===== config.mk =====
export PLATFORM = sky130hd
export DESIGN_NAME = seg7_scan
export DESIGN_NICKNAME = d
export VERILOG_FILES = /design/src/rtl/seg7_pkg.sv /design/src/rtl/seg7_hexdec.sv /design/src/rtl/seg7_scan.sv
export SDC_FILE = /design/constraint.sdc
export NUM_CORES = 1
export LEC_CHECK = 0
export ABC_AREA = 1
export CORE_MARGIN = 2
export CORE_UTILIZATION = 55
export DETAILED_ROUTE_END_ITERATION = 10
export PLACE_DENSITY_LB_ADDON = 0.05
export SLEW_MARGIN = 20
export SYNTH_ARGS = -nofsm -noshare
export SYNTH_HDL_FRONTEND = slang
export SYNTH_HIERARCHICAL = 1
export SYNTH_SLANG_ARGS = --single-unit

===== constraint.sdc =====
create_clock -name clk -period 6 [get_ports clk]
set_input_delay 1.2 -clock clk [delete_from_list [all_inputs] [get_ports clk]]
set_output_delay 1.2 -clock clk [all_outputs]
set_load 0.05 [all_outputs]

===== src/rtl/seg7_pkg.sv =====
// Shared definitions for the multiplexed 7-segment scanner.
package seg7_pkg;

  localparam logic [3:0] REG_CTRL      = 4'd8;
  localparam logic [3:0] REG_BRIGHT    = 4'd9;
  localparam logic [3:0] REG_BLINKMASK = 4'd10;
  localparam logic [3:0] REG_STATUS    = 4'd11;

  localparam int unsigned CTRL_EN       = 0;
  localparam int unsigned CTRL_DECODE   = 1;
  localparam int unsigned CTRL_BLINK_EN = 2;
  localparam int unsigned CTRL_IRQ_EN   = 3;

  typedef struct packed {
    logic irq_en;
    logic blink_en;
    logic decode;
    logic en;
  } ctrl_t;

  // Hex glyphs, active-high, bit0 = a .. bit6 = g
  localparam logic [6:0] HEX_SEG [16] = '{
    7'h3F, 7'h06, 7'h5B, 7'h4F, 7'h66, 7'h6D, 7'h7D, 7'h07,
    7'h7F, 7'h6F, 7'h77, 7'h7C, 7'h39, 7'h5E, 7'h79, 7'h71
  };

endpackage


===== src/rtl/seg7_hexdec.sv =====
// Combinational nibble to 7-segment glyph decoder (active-high).
module seg7_hexdec
  import seg7_pkg::*;
(
  input  logic [3:0] nib,
  output logic [6:0] seg_c
);

  // Table lookup of the glyph
  always_comb seg_c = HEX_SEG[nib];

endmodule


===== src/rtl/seg7_scan.sv =====
// Bus-mapped multiplexed 7-segment driver with PWM brightness, blink and frame irq.
module seg7_scan
  import seg7_pkg::*;
#(
  parameter int unsigned OSC_CLOCK      = 12000000,
  parameter int unsigned REFRESH_CLOCK  = 50,
  parameter int unsigned DIGITS         = 2,
  parameter int unsigned BLINK_FRAMES   = 25,
  parameter bit          SEG_ACTIVE_LOW = 1'b1,
  parameter bit          AN_ACTIVE_LOW  = 1'b0
) (
  input  logic              clk,
  input  logic              rst,
  input  logic [3:0]        AD,
  input  logic [7:0]        DI,
  output logic [7:0]        DO,
  input  logic              rw,
  input  logic              cs,
  output logic              irq,
  output logic [7:0]        seg,
  output logic [DIGITS-1:0] anode
);

  localparam int unsigned TICK   = OSC_CLOCK / (REFRESH_CLOCK * DIGITS * 16);
  localparam int unsigned TICK_W = (TICK > 1) ? $clog2(TICK) : 1;
  localparam int unsigned BLK_W  = (BLINK_FRAMES > 1) ? $clog2(BLINK_FRAMES) : 1;
  localparam logic [7:0]        SEG_OFF = SEG_ACTIVE_LOW ? 8'hFF : 8'h00;
  localparam logic [DIGITS-1:0] AN_OFF  = AN_ACTIVE_LOW ? {DIGITS{1'b1}} : {DIGITS{1'b0}};

  // Reject clock ratios too small for one clk per PWM step, and bad digit counts
  if (TICK < 1 || DIGITS < 1 || DIGITS > 8) begin : g_param_check
    $error("seg7_scan: TICK must be >= 1 and DIGITS in 1..8");
  end

  logic [7:0]        digit_q [8];
  ctrl_t             ctrl_q;
  logic [3:0]        bright_q;
  logic [7:0]        mask_q;
  logic              flag_q;
  logic [TICK_W-1:0] tick_q;
  logic [3:0]        phase_q;
  logic [2:0]        idx_q;
  logic [BLK_W-1:0]  blink_cnt_q;
  logic              blink_ph_q;
  logic [7:0]        slot_q;

  logic              wr_c;
  logic              tick_wrap_c;
  logic              slot_end_c;
  logic              frame_end_c;
  logic              slot_start_c;
  logic              lit_c;
  logic              flag_nxt_c;
  logic              irq_en_nxt_c;
  logic [7:0]        cur_dig_c;
  logic [7:0]        pat_c;
  logic [6:0]        hex_c;
  logic [DIGITS-1:0] an_sel_c;

  seg7_hexdec u_hexdec (
    .nib   (cur_dig_c[3:0]),
    .seg_c (hex_c)
  );

  // Scan sequencing, slot latch, lit decision and next flag/irq
  always_comb begin
    wr_c         = cs & ~rw;
    tick_wrap_c  = ctrl_q.en & (tick_q == TICK_W'(TICK - 1));
    slot_end_c   = tick_wrap_c & (phase_q == 4'd15);
    frame_end_c  = slot_end_c & (idx_q == 3'(DIGITS - 1));
    slot_start_c = (tick_q == '0) & (phase_q == 4'd0);
    // Digit value is sampled only at slot start so a mid-slot write cannot tear
    cur_dig_c    = slot_start_c ? digit_q[idx_q] : slot_q;
    pat_c        = ctrl_q.decode ? {cur_dig_c[7], hex_c} : cur_dig_c;
    lit_c        = ctrl_q.en & (phase_q <= bright_q) &
                   ~(ctrl_q.blink_en & blink_ph_q & mask_q[idx_q]);
    flag_nxt_c   = flag_q;
    if (wr_c && AD == REG_STATUS && DI[0]) flag_nxt_c = 1'b0;
    if (frame_end_c) flag_nxt_c = 1'b1;
    irq_en_nxt_c = (wr_c && AD == REG_CTRL) ? DI[CTRL_IRQ_EN] : ctrl_q.irq_en;
    an_sel_c     = '0;
    for (int i = 0; i < int'(DIGITS); i++) an_sel_c[i] = (idx_q == 3'(i));
  end

  // Combinational register read port
  always_comb begin
    DO = 8'hFF;
    if (cs) begin
      if (AD < 4'(DIGITS)) begin
        DO = digit_q[AD[2:0]];
      end else begin
        case (AD)
          REG_CTRL:      DO = {4'h0, ctrl_q};
          REG_BRIGHT:    DO = {4'h0, bright_q};
          REG_BLINKMASK: DO = mask_q;
          REG_STATUS:    DO = {1'b0, idx_q, blink_ph_q, 2'b00, flag_q};
          default:       DO = 8'hFF;
        endcase
      end
    end
  end

  // CPU-writable configuration registers
  always_ff @(posedge clk or posedge rst) begin
    if (rst) begin
      for (int i = 0; i < 8; i++) digit_q[i] <= 8'h00;
      ctrl_q   <= '0;
      bright_q <= 4'hF;
      mask_q   <= 8'h00;
    end else if (wr_c) begin
      if (AD < 4'(DIGITS)) digit_q[AD[2:0]] <= DI;
      case (AD)
        REG_CTRL: ctrl_q <= '{irq_en:   DI[CTRL_IRQ_EN],
                              blink_en: DI[CTRL_BLINK_EN],
                              decode:   DI[CTRL_DECODE],
                              en:       DI[CTRL_EN]};
        REG_BRIGHT:    bright_q <= DI[3:0];
        REG_BLINKMASK: mask_q   <= DI;
        default: ;
      endcase
    end
  end

  // Tick/phase/digit/blink counters, frame flag and slot latch
  always_ff @(posedge clk or posedge rst) begin
    if (rst) begin
      tick_q      <= '0;
      phase_q     <= 4'd0;
      idx_q       <= 3'd0;
      blink_cnt_q <= '0;
      blink_ph_q  <= 1'b0;
      flag_q      <= 1'b0;
      slot_q      <= 8'h00;
    end else begin
      flag_q <= flag_nxt_c;
      slot_q <= cur_dig_c;
      if (ctrl_q.en) begin
        tick_q <= tick_wrap_c ? '0 : tick_q + TICK_W'(1);
        if (tick_wrap_c) phase_q <= phase_q + 4'd1;
        if (slot_end_c) idx_q <= frame_end_c ? 3'd0 : idx_q + 3'd1;
        if (frame_end_c) begin
          if (blink_cnt_q == BLK_W'(BLINK_FRAMES - 1)) begin
            blink_cnt_q <= '0;
            blink_ph_q  <= ~blink_ph_q;
          end else begin
            blink_cnt_q <= blink_cnt_q + BLK_W'(1);
          end
        end
      end
    end
  end

  // Registered pin drivers
  always_ff @(posedge clk or posedge rst) begin
    if (rst) begin
      anode <= AN_OFF;
      seg   <= SEG_OFF;
      irq   <= 1'b0;
    end else begin
      irq <= flag_nxt_c & irq_en_nxt_c;
      if (lit_c) begin
        anode <= AN_ACTIVE_LOW ? ~an_sel_c : an_sel_c;
        seg   <= SEG_ACTIVE_LOW ? ~pat_c : pat_c;
      end else begin
        anode <= AN_OFF;
        seg   <= SEG_OFF;
      end
    end
  end

endmodule


# Yosys cells after proc, flatten, opt, wreduce, memory -nomap -nowiden
# Memories as Yosys holds them, arrays and structs flattened.
# Index checks and enable logic that the tools add are counted.
# classes
add_sub_neg,4
bitwise_logic,17
n_mux,26
eq_ne,8
magnitude_cmp,7
reduce_logical,15
# ops
operator,count
$mux 8,9
$bwmux 64,1
$bmux 8 s3,2
$pmux 8 s4,1
$demux 8 s3,1
$mux 7,3
$eq 4x4->1 const B,5
$reduce_and 2->1,7
$add 13x1->13 const B,1
$eq 13x13->1 const B,1
$logic_not 13->1,1
$mux 13,1
$and 1x1->1,10
$ge 4x4->1 const B,2
$not 3->4,2
$not 8->8,1
$add 5x1->5 const B,1
$eq 5x5->1 const B,1
$ge 5x5->1 const B,1
$mux 5,1
$not 4->5,1
$add 4x1->4 const B,1
$le 4x4->1,1
$logic_and 1x1->1,4
other kinds (13),18
# totals
n_memories,1
rom_bits,112
out_inout_bits,19
inputBits,16
regBits,126
wordCells,102
# mem_list
memory,words,width,rd,rd_clocked_by_memory_dff,write_ports,line_no,text
(no name shown),16,7,1,0,0,seg7_hexdec.sv:10,always_comb seg_c = HEX_SEG[nib];

# Depth between registers and ports, before layout
# Gate-level depths: netlist of run 1.
# depth
ltp_word,12
depth_mapped,21
depth_no_buf,21

# By module
# Netlist of run 1, hierarchy kept.
# by_module_without_submodules
module,area_each_um2,n_inst,seq_area_each_um2,cells_per_inst
seg7_scan,6387.4,1,3168.0,782
seg7_hexdec,285.3,1,0.0,54

# Least setup slack after synthesis of run 1
# Ideal clock, no wire load.
# synth_path
path_type,input -> output
start,in AD[2]
end,out DO[4]
slack_ns,2.281
t_required_ns,4.800
n_path_buf,0
stages,7
arrival_ns,2.519
path_cell_list,inv_1 -> nand2_1 -> nor3_4 -> nand2_1 -> o21ai_0 -> nor2_1 -> o21ai_1
# synth_via
elab_chain_len,6
elab_cells_between_ends,12
classes_between,1 x order compare; 4 x eq/ne; 6 x mux; 1 x bitwise
# synth_rtl
item,line_no,text
start: declaration,seg7_scan.sv:14,"input logic [3:0] AD,"
$not 3->4 (not written as such),seg7_scan.sv:90,DO = digit_q[AD[2:0]];
$bmux 8 s3,seg7_scan.sv:90,
$mux 8 (not written as such) (2 in series),seg7_scan.sv:90,
$mux 8 *,seg7_scan.sv:89,if (AD < 4'(DIGITS)) begin
$mux 8 *,seg7_scan.sv:88,if (cs) begin
end: declaration,seg7_scan.sv:16,"output logic [7:0] DO,"
# Every way passes the cells marked *; elsewhere a longest branch is shown, timed or not. The select of a mux whose other input is x is not followed.

# Final worst setup path of run 1
# layout_path
start,in AD[0]
end,out DO[0]
# The elaborated chain is that of the path after synthesis.

==> results.sh, run 1 <==
export IMPL_outcome="completed"
export IMPL_rr_endpoint="seg[3]$_DFF_PP1_"
export IMPL_p_int_mw=1.729
export IMPL_path_common_cell="nand2_1"
export IMPL_synth_edf_count=0
export IMPL_core_area_sq_um=11910
export IMPL_drv_cap=0
export IMPL_clockBufferDepth=2
export IMPL_worstPathRequired_ns=4.80
export IMPL_area_growth_synth_to_final_pct=11.42
export IMPL_comb_power_share=0.237
export IMPL_final_setup_viol_count=0
export IMPL_crit_type="input pin to output pin"
export IMPL_clkSinkCount=126
export IMPL_gp_congestion=0.8948
export IMPL_synth_area_sq_um=6673
export IMPL_ys_ff_latch=126
export IMPL_power_switching_uw=863.7
export IMPL_slowest_delay_ns=0.79
export IMPL_routed_wl_mm=14.45
export IMPL_worst_slack_ns=1.170
export IMPL_clock_skew_ns=0.006538
export IMPL_power_leakage_nw=3.667
export IMPL_seq_power_share=0.392
export IMPL_numPortBuffers=34
export IMPL_min_period_ns=4.830
export IMPL_first_global_vias=4992
export IMPL_die_h_microns=114.1
export IMPL_p_sw_frac=0.3332
export IMPL_wl_per_cell_microns=14.76
export IMPL_diodes=0
export IMPL_setup_tns_ns=0
export IMPL_cts_tree="built"
export IMPL_setup_worst_path_start="AD[0]"
export IMPL_r2r_slack_ns=3.02
export IMPL_overflow=0
export IMPL_h_tree_depth=4
export IMPL_peakVddDrop_mv=0.3603
export IMPL_start_kind="input pin"
export IMPL_synth_warnings=6
export IMPL_ys_types=38
export IMPL_synth_seq_area_share=0.4748
export IMPL_cp_endpoint="DO[0]"
export IMPL_layout_worst_path_cycle_share=0.8050
export IMPL_synthCells=836
export IMPL_path_max_fanout=11
export IMPL_grt_usage=0.2423
export IMPL_drcViolationCount=0
export IMPL_cp_end_kind="output pin"
export IMPL_cp_arrival_ns=3.63
export IMPL_vias=5135
export IMPL_vias_per_cell=5.245
export IMPL_start_util=0.5602
export IMPL_power_density_nw_per_um2=348.7
export IMPL_rsz0062_at_grt="no"
export IMPL_ant_nets=0
export IMPL_dieWidth_microns=114.1
export IMPL_synth_nets=872
export IMPL_rows=40
export IMPL_fillers=1038
export IMPL_grt_first_pass_wirelength_mm=24.52
export IMPL_power_share_clock=0.371
export IMPL_crit_chain="clkdlybuf4s50_1 -> nand2_1 -> nor2_1 -> nand2_1 -> o21ai_0 -> inv_1 -> nand4_1 -> nand2_1 -> nand2_1 -> clkdlybuf4s50_1"
export IMPL_holdBufCountCts=0
export IMPL_postCtsSetupBuffers=0
export IMPL_cts_clk_slew_worst_paths_ns=0.05
export IMPL_timing_rr_start="idx_q[0]$_DFFE_PP0P_"
export IMPL_detail_route_first_pass_iterations=5
export IMPL_clk_latency_ns=0.42
export IMPL_die_area_sq_um=13030
export IMPL_syn_avg_cell_area_sq_um=7.982
export IMPL_worst_pin_slew_ns=0.7940
export IMPL_fmaxAchievable_mhz=207.0
export IMPL_holdPathStages=0
export IMPL_synthFlopType="dfrtp_1"
export IMPL_async_flop_share=1.000
export IMPL_cts_inserted_buffers=17
export IMPL_crit_path_top_delay_cell="clkdlybuf4s50_1"
export IMPL_antenna_found_initial=0
export IMPL_num_io_pins=35
export IMPL_drive_gt1_frac=0.1310
export IMPL_cts_resized=0
export IMPL_ff2ff_path_depth=17
export IMPL_drt_iter0_markers=346
export IMPL_root_buffer="clkbuf_16"
export IMPL_grt_max_degree=86
export IMPL_hp_class="register to register"
export IMPL_maxSlewHeadroom=0.4706
export IMPL_hpwl_mm=9.967
export IMPL_dpl_worst_slack_ns=1.211
export IMPL_finalHoldViolCount=0
export IMPL_maxSlewViolCount=0
export IMPL_fin_nets=856
sequential cells by signal (all words and copies together) (netlist names):
signal and cells:
seg 8, ctrl_q 4, phase_q 4, slot_q 8, bright_q 4, mask_q 8, tick_q 13, blink_ph_q 1
idx_q 3, digit_q 64, flag_q 1, anode 2, blink_cnt_q 5, irq 1
logic make-up after synthesis:
| family | Yosys count | synth area share |
|---|---|---|
| fa+ha+maj | 20 | 0.03750 |
| buf+inv | 158 | 0.1009 |
| xor+xnor | 10 | 0.01313 |
| simple gates | 427 | 0.2878 |
| flops | 126 | 0.4748 |
| compound gates | 95 | 0.08588 |
metrics by stage:
step                total power, mW  hold slack [ns]  std cells  cell area [sq um]  utilization
detailed placement            1.639           0.3638        948               6877       0.5773
global route                  2.741           0.3863        979               7435       0.6242
finish                        2.592           0.3728        979               7435       0.6242
CTS                           2.611           0.3769        979               7432       0.6240
global placement              1.626           0.3597        948               6877       0.5773
floorplan                     1.487           0.4239        836               6673            -
power groups by stage:
stage               Sequential, mW  Clock [mW]  Combinational, mW
CTS                           1.02       0.978              0.617
finish                        1.02       0.962              0.614
floorplan                     1.05           0              0.432
detailed placement            1.03           0              0.612
global route                  1.03        1.02              0.696
global placement              1.03           0              0.598
worst max-delay path: cells and delay by family:
kind	cells	cell delay, ns
AOI/OAI and AO/OA	1	0.08
buffers and inverters	3	1.51
and+or+nand+nor	6	0.86
final cells by class:
cell class,count,area [sq um],share of cell area
sequential,126,3168,0.4261
multi-input combinational,552,2831,0.3808
clock buffer,19,442.9,0.05958
timing repair buffer,37,362.8,0.04881
inverter,86,332.8,0.04477
tap,147,183.9,0.02474
clock inverter,12,112.6,0.01515
layout by cell type (no fill, tap or decap), drive strengths merged:
cell type	n
xnor2	2
o21bai	2
and3	1
nand4	17
dfrtp	114
o2111ai	2
clkinvlp	5
o21ai	67
clkbuf	19
dfstp	12
clkdlybuf4s50	34
inv	89
a21oi	11
o211ai	8
o31ai	1
clkinv	3
xor2	8
buf	3
a211oi	4
ha	20
nand3	60
or2	1
nor3	9
nand2	259
nor2	80
bufinv	1
worst min path at each step:
stage	from	end	slack, ns
floorplan	digit_q[15]$_DFFE_PP0P_	digit_q[15]$_DFFE_PP0P_	0.42
global placement	digit_q[23]$_DFFE_PP0P_	digit_q[23]$_DFFE_PP0P_	0.36
detailed placement	digit_q[15]$_DFFE_PP0P_	digit_q[15]$_DFFE_PP0P_	0.36
CTS	digit_q[15]$_DFFE_PP0P_	digit_q[15]$_DFFE_PP0P_	0.38
global route	digit_q[23]$_DFFE_PP0P_	digit_q[23]$_DFFE_PP0P_	0.39
finish	digit_q[4]$_DFFE_PP0P_	digit_q[4]$_DFFE_PP0P_	0.37
routing by layer:
layer  global-route usage  vias up  part of all wire
met5                    0        -                 0
met4              0.05854        0            0.0085
met3              0.06300       15             0.043
met2               0.4000      106              0.49
met1               0.3225     2435              0.45
li1                     -     2579                 -
cell usage after synthesis (14+ instances only):
master	instances	area share
o21ai_1	26	0.020
o21ai_2	14	0.018
dfrtp_1	114	0.43
inv_1	73	0.041
nor2_1	70	0.039
clkbuf_1	52	0.029
ha_1	20	0.038
nand4_1	16	0.015
nand2_2	15	0.014
nand3_1	57	0.043
nand2_1	241	0.14
o21ai_0	27	0.020
No activity file was read; power rests on OpenSTA's default activity.
==> inputs of run 2 (changes only) <==
==> constraint.sdc (replaced) <==
create_clock -name clk -period 4.45 [get_ports clk]
set_input_delay 0.89 -clock clk [delete_from_list [all_inputs] [get_ports clk]]
set_output_delay 0.89 -clock clk [all_outputs]
set_load 0.05 [all_outputs]
==> run 2 against run 1 <==
Core utilization is 0.95 points higher. Critical path depth is 3 lower. Largest cell class unchanged. Critical endpoint is now DO[4]. Die area stayed put. Via count is 0.78% higher. Sequential power is 34% higher. Routed wire length is 2.6% higher. Hold slack worse by 0.0029 ns. First-iteration DRC count is 8.4% higher. Global-route usage is 0.41 points higher. Flip-flop and latch count stayed put.
==> results.sh, run 2 (synthesis results as in run 1) <==
export IMPL_drive_gt1_frac=0.1398
export IMPL_layout_worst_path_cycle_share=0.9132
export IMPL_hp_start="digit_q[23]$_DFFE_PP0P_"
export IMPL_crit_type="input pin to output pin"
export IMPL_fmaxAchievable_mhz=246.1
export IMPL_routed_wl_mm=14.83
export IMPL_num_io_pins=35
export IMPL_outcome="completed"
export IMPL_seq_power_share=0.368
export IMPL_clk_latency_ns=0.42
export IMPL_worst_pin_slew_ns=0.7180
export IMPL_placed_cells=952
export IMPL_fillers=1008
export IMPL_start_util=0.5602
export IMPL_rsz0062_at_grt="no"
export IMPL_hpwl_mm=10.38
export IMPL_cts_tree="built"
export IMPL_cp_end_kind="output pin"
export IMPL_final_common_cell="nand2_1"
export IMPL_vias=5175
export IMPL_grt_max_degree=56
export IMPL_h_tree_depth=4
export IMPL_maxSlewViolCount=0
export IMPL_clockBufferDepth=2
export IMPL_grt_usage=0.2464
export IMPL_power_leakage_nw=3.738
export IMPL_cts_resized=0
export IMPL_wl_per_cell_microns=15.07
export IMPL_dpl_worst_slack_ns=0.4218
export IMPL_root_buffer="clkbuf_16"
export IMPL_largest_register="digit_q"
export IMPL_first_global_vias=5138
export IMPL_start_kind="input pin"
export IMPL_worst_slack_ns=0.3865
export IMPL_layout_common_cells="nand2_1, dfrtp_1, inv_1, nor2_1, nand3_1"
export IMPL_p_int_mw=2.517
export IMPL_hp_class="register to register"
export IMPL_grt_first_pass_wirelength_mm=25.07
export IMPL_overflow=0
export IMPL_drcViolationCount=0
export IMPL_largest_register_ff_count=64
export IMPL_numPortBuffers=34
export IMPL_area_growth_synth_to_final_pct=13.11
export IMPL_vias_per_cell=5.259
export IMPL_detail_route_first_pass_iterations=5
export IMPL_finalHoldViolCount=0
export IMPL_cts_inserted_buffers=17
export IMPL_comb_power_share=0.224
export IMPL_drt_iter0_markers=375
export IMPL_maxSlewHeadroom=0.5213
export IMPL_total_power_mw=3.717
export IMPL_top_regs="digit_q (64), tick_q (13)"
export IMPL_min_period_ns=4.064
export IMPL_postCtsSetupBuffers=0
export IMPL_gp_congestion=0.9408
export IMPL_power_switching_mw=1.200
export IMPL_cts_clk_slew_worst_paths_ns=0.06
export IMPL_clock_skew_ns=0.008796
export IMPL_peakVddDrop_mv=0.3854
export IMPL_diodes=0
export IMPL_core_area_sq_um=11910
export IMPL_final_setup_viol_count=0
export IMPL_rows=40
export IMPL_worstPathRequired_ns=3.56
export IMPL_cp_arrival_ns=3.17
export IMPL_die_h_microns=114.1
export IMPL_ant_nets=0
export IMPL_die_area_sq_um=13030
export IMPL_clkSinkCount=126
export IMPL_dieWidth_microns=114.1
export IMPL_setup_tns_ns=0
export IMPL_fin_nets=860
export IMPL_power_share_clock=0.408
export IMPL_antenna_found_initial=0
export IMPL_drv_cap=0
export IMPL_timing_rr_start="phase_q[0]$_DFFE_PP0P_"
export IMPL_path_max_fanout=9
export IMPL_fin_cells=984
export IMPL_setup_worst_path_start="AD[0]"
export IMPL_holdBufCountCts=0
export IMPL_power_density_nw_per_um2=492.5
export IMPL_p_sw_frac=0.3229
run 2: cell count changes in the layout (fill, tap and decap cells not counted), sizes merged:
cell / change
buf: +6
clkinvlp: -3
clkdlybuf4s50: -2
bufinv: +3
clkbuf: -1
inv: +2
run 2: metal layers:
layer,vias up,part of all wire,global-route usage,wire (microns)
met2,105,0.49,0.4000,7285
met4,0,0.013,0.08049,199
met1,2456,0.46,0.3334,6861
met5,-,0,0,0
li1,2593,-,-,-
met3,21,0.032,0.05082,480
run 2: layout make-up:
cell class | instances | area, sq um | share of cell area
Sequential cell | 126 | 3168 | 0.4198
Multi-Input combinational cell | 552 | 2831 | 0.3752
Clock buffer | 18 | 439.2 | 0.05819
Timing Repair Buffer | 41 | 387.9 | 0.05139
Inverter | 86 | 330.3 | 0.04377
Clock inverter | 14 | 206.4 | 0.02735
Tap cell | 147 | 183.9 | 0.02437
run 2: power by group through the flow:
stage	logic, mW	registers (mW)	clock network (mW)
final	0.832	1.37	1.52
after global routing	0.940	1.38	1.59
after CTS	0.835	1.37	1.54
after detailed placement	0.828	1.39	0
after global placement	0.809	1.39	0
after floorplan	0.582	1.42	0
run 2: per-stage QoR:
step,hold WS [ns],util,area (sq um)
2_1_floorplan,0.4239,-,6673
4_1_cts,0.3750,0.6336,7547
3_5_place_dp,0.3618,0.5794,6902
5_1_grt,0.3838,0.6336,7547
6_report,0.3698,0.6336,7547
3_3_place_gp,0.3600,0.5794,6902
run 2: worst paths after layout:
path,endpoint,slack [ns],cells after the start
min in group asynchronous,digit_q[19]$_DFFE_PP0P_,0.94,2
max in group asynchronous,seg[2]$_DFF_PP1_,2.59,3
worst max register to register,seg[3]$_DFF_PP1_,1.75,19
worst min register to register,digit_q[23]$_DFFE_PP0P_,0.37,0
worst max-delay path,DO[4],0.39,7
worst min-delay path,digit_q[23]$_DFFE_PP0P_,0.37,0
run 2: critical path: stages:
cell             delay, ns
clkdlybuf4s50_1       0.58
nor3_4                0.47
nand2_1               0.08
o21ai_0               0.09
nor2_1                0.06
o21ai_1               0.16
clkdlybuf4s50_1       0.83
==> inputs of run 3 (changes only) <==
--- a/config.mk
+++ b/config.mk
@@ -8,8 +8,10 @@
 export ABC_AREA = 1
 export CORE_MARGIN = 2
 export CORE_UTILIZATION = 55
+export CTS_CLUSTER_SIZE = 10
 export DETAILED_ROUTE_END_ITERATION = 10
 export PLACE_DENSITY_LB_ADDON = 0.05
+export SKIP_CTS_REPAIR_TIMING = 1
 export SLEW_MARGIN = 20
 export SYNTH_ARGS = -nofsm -noshare
 export SYNTH_HDL_FRONTEND = slang
==> results of run 3 <==
No change in the layout: final DEF, timing and power equal those of run 2.
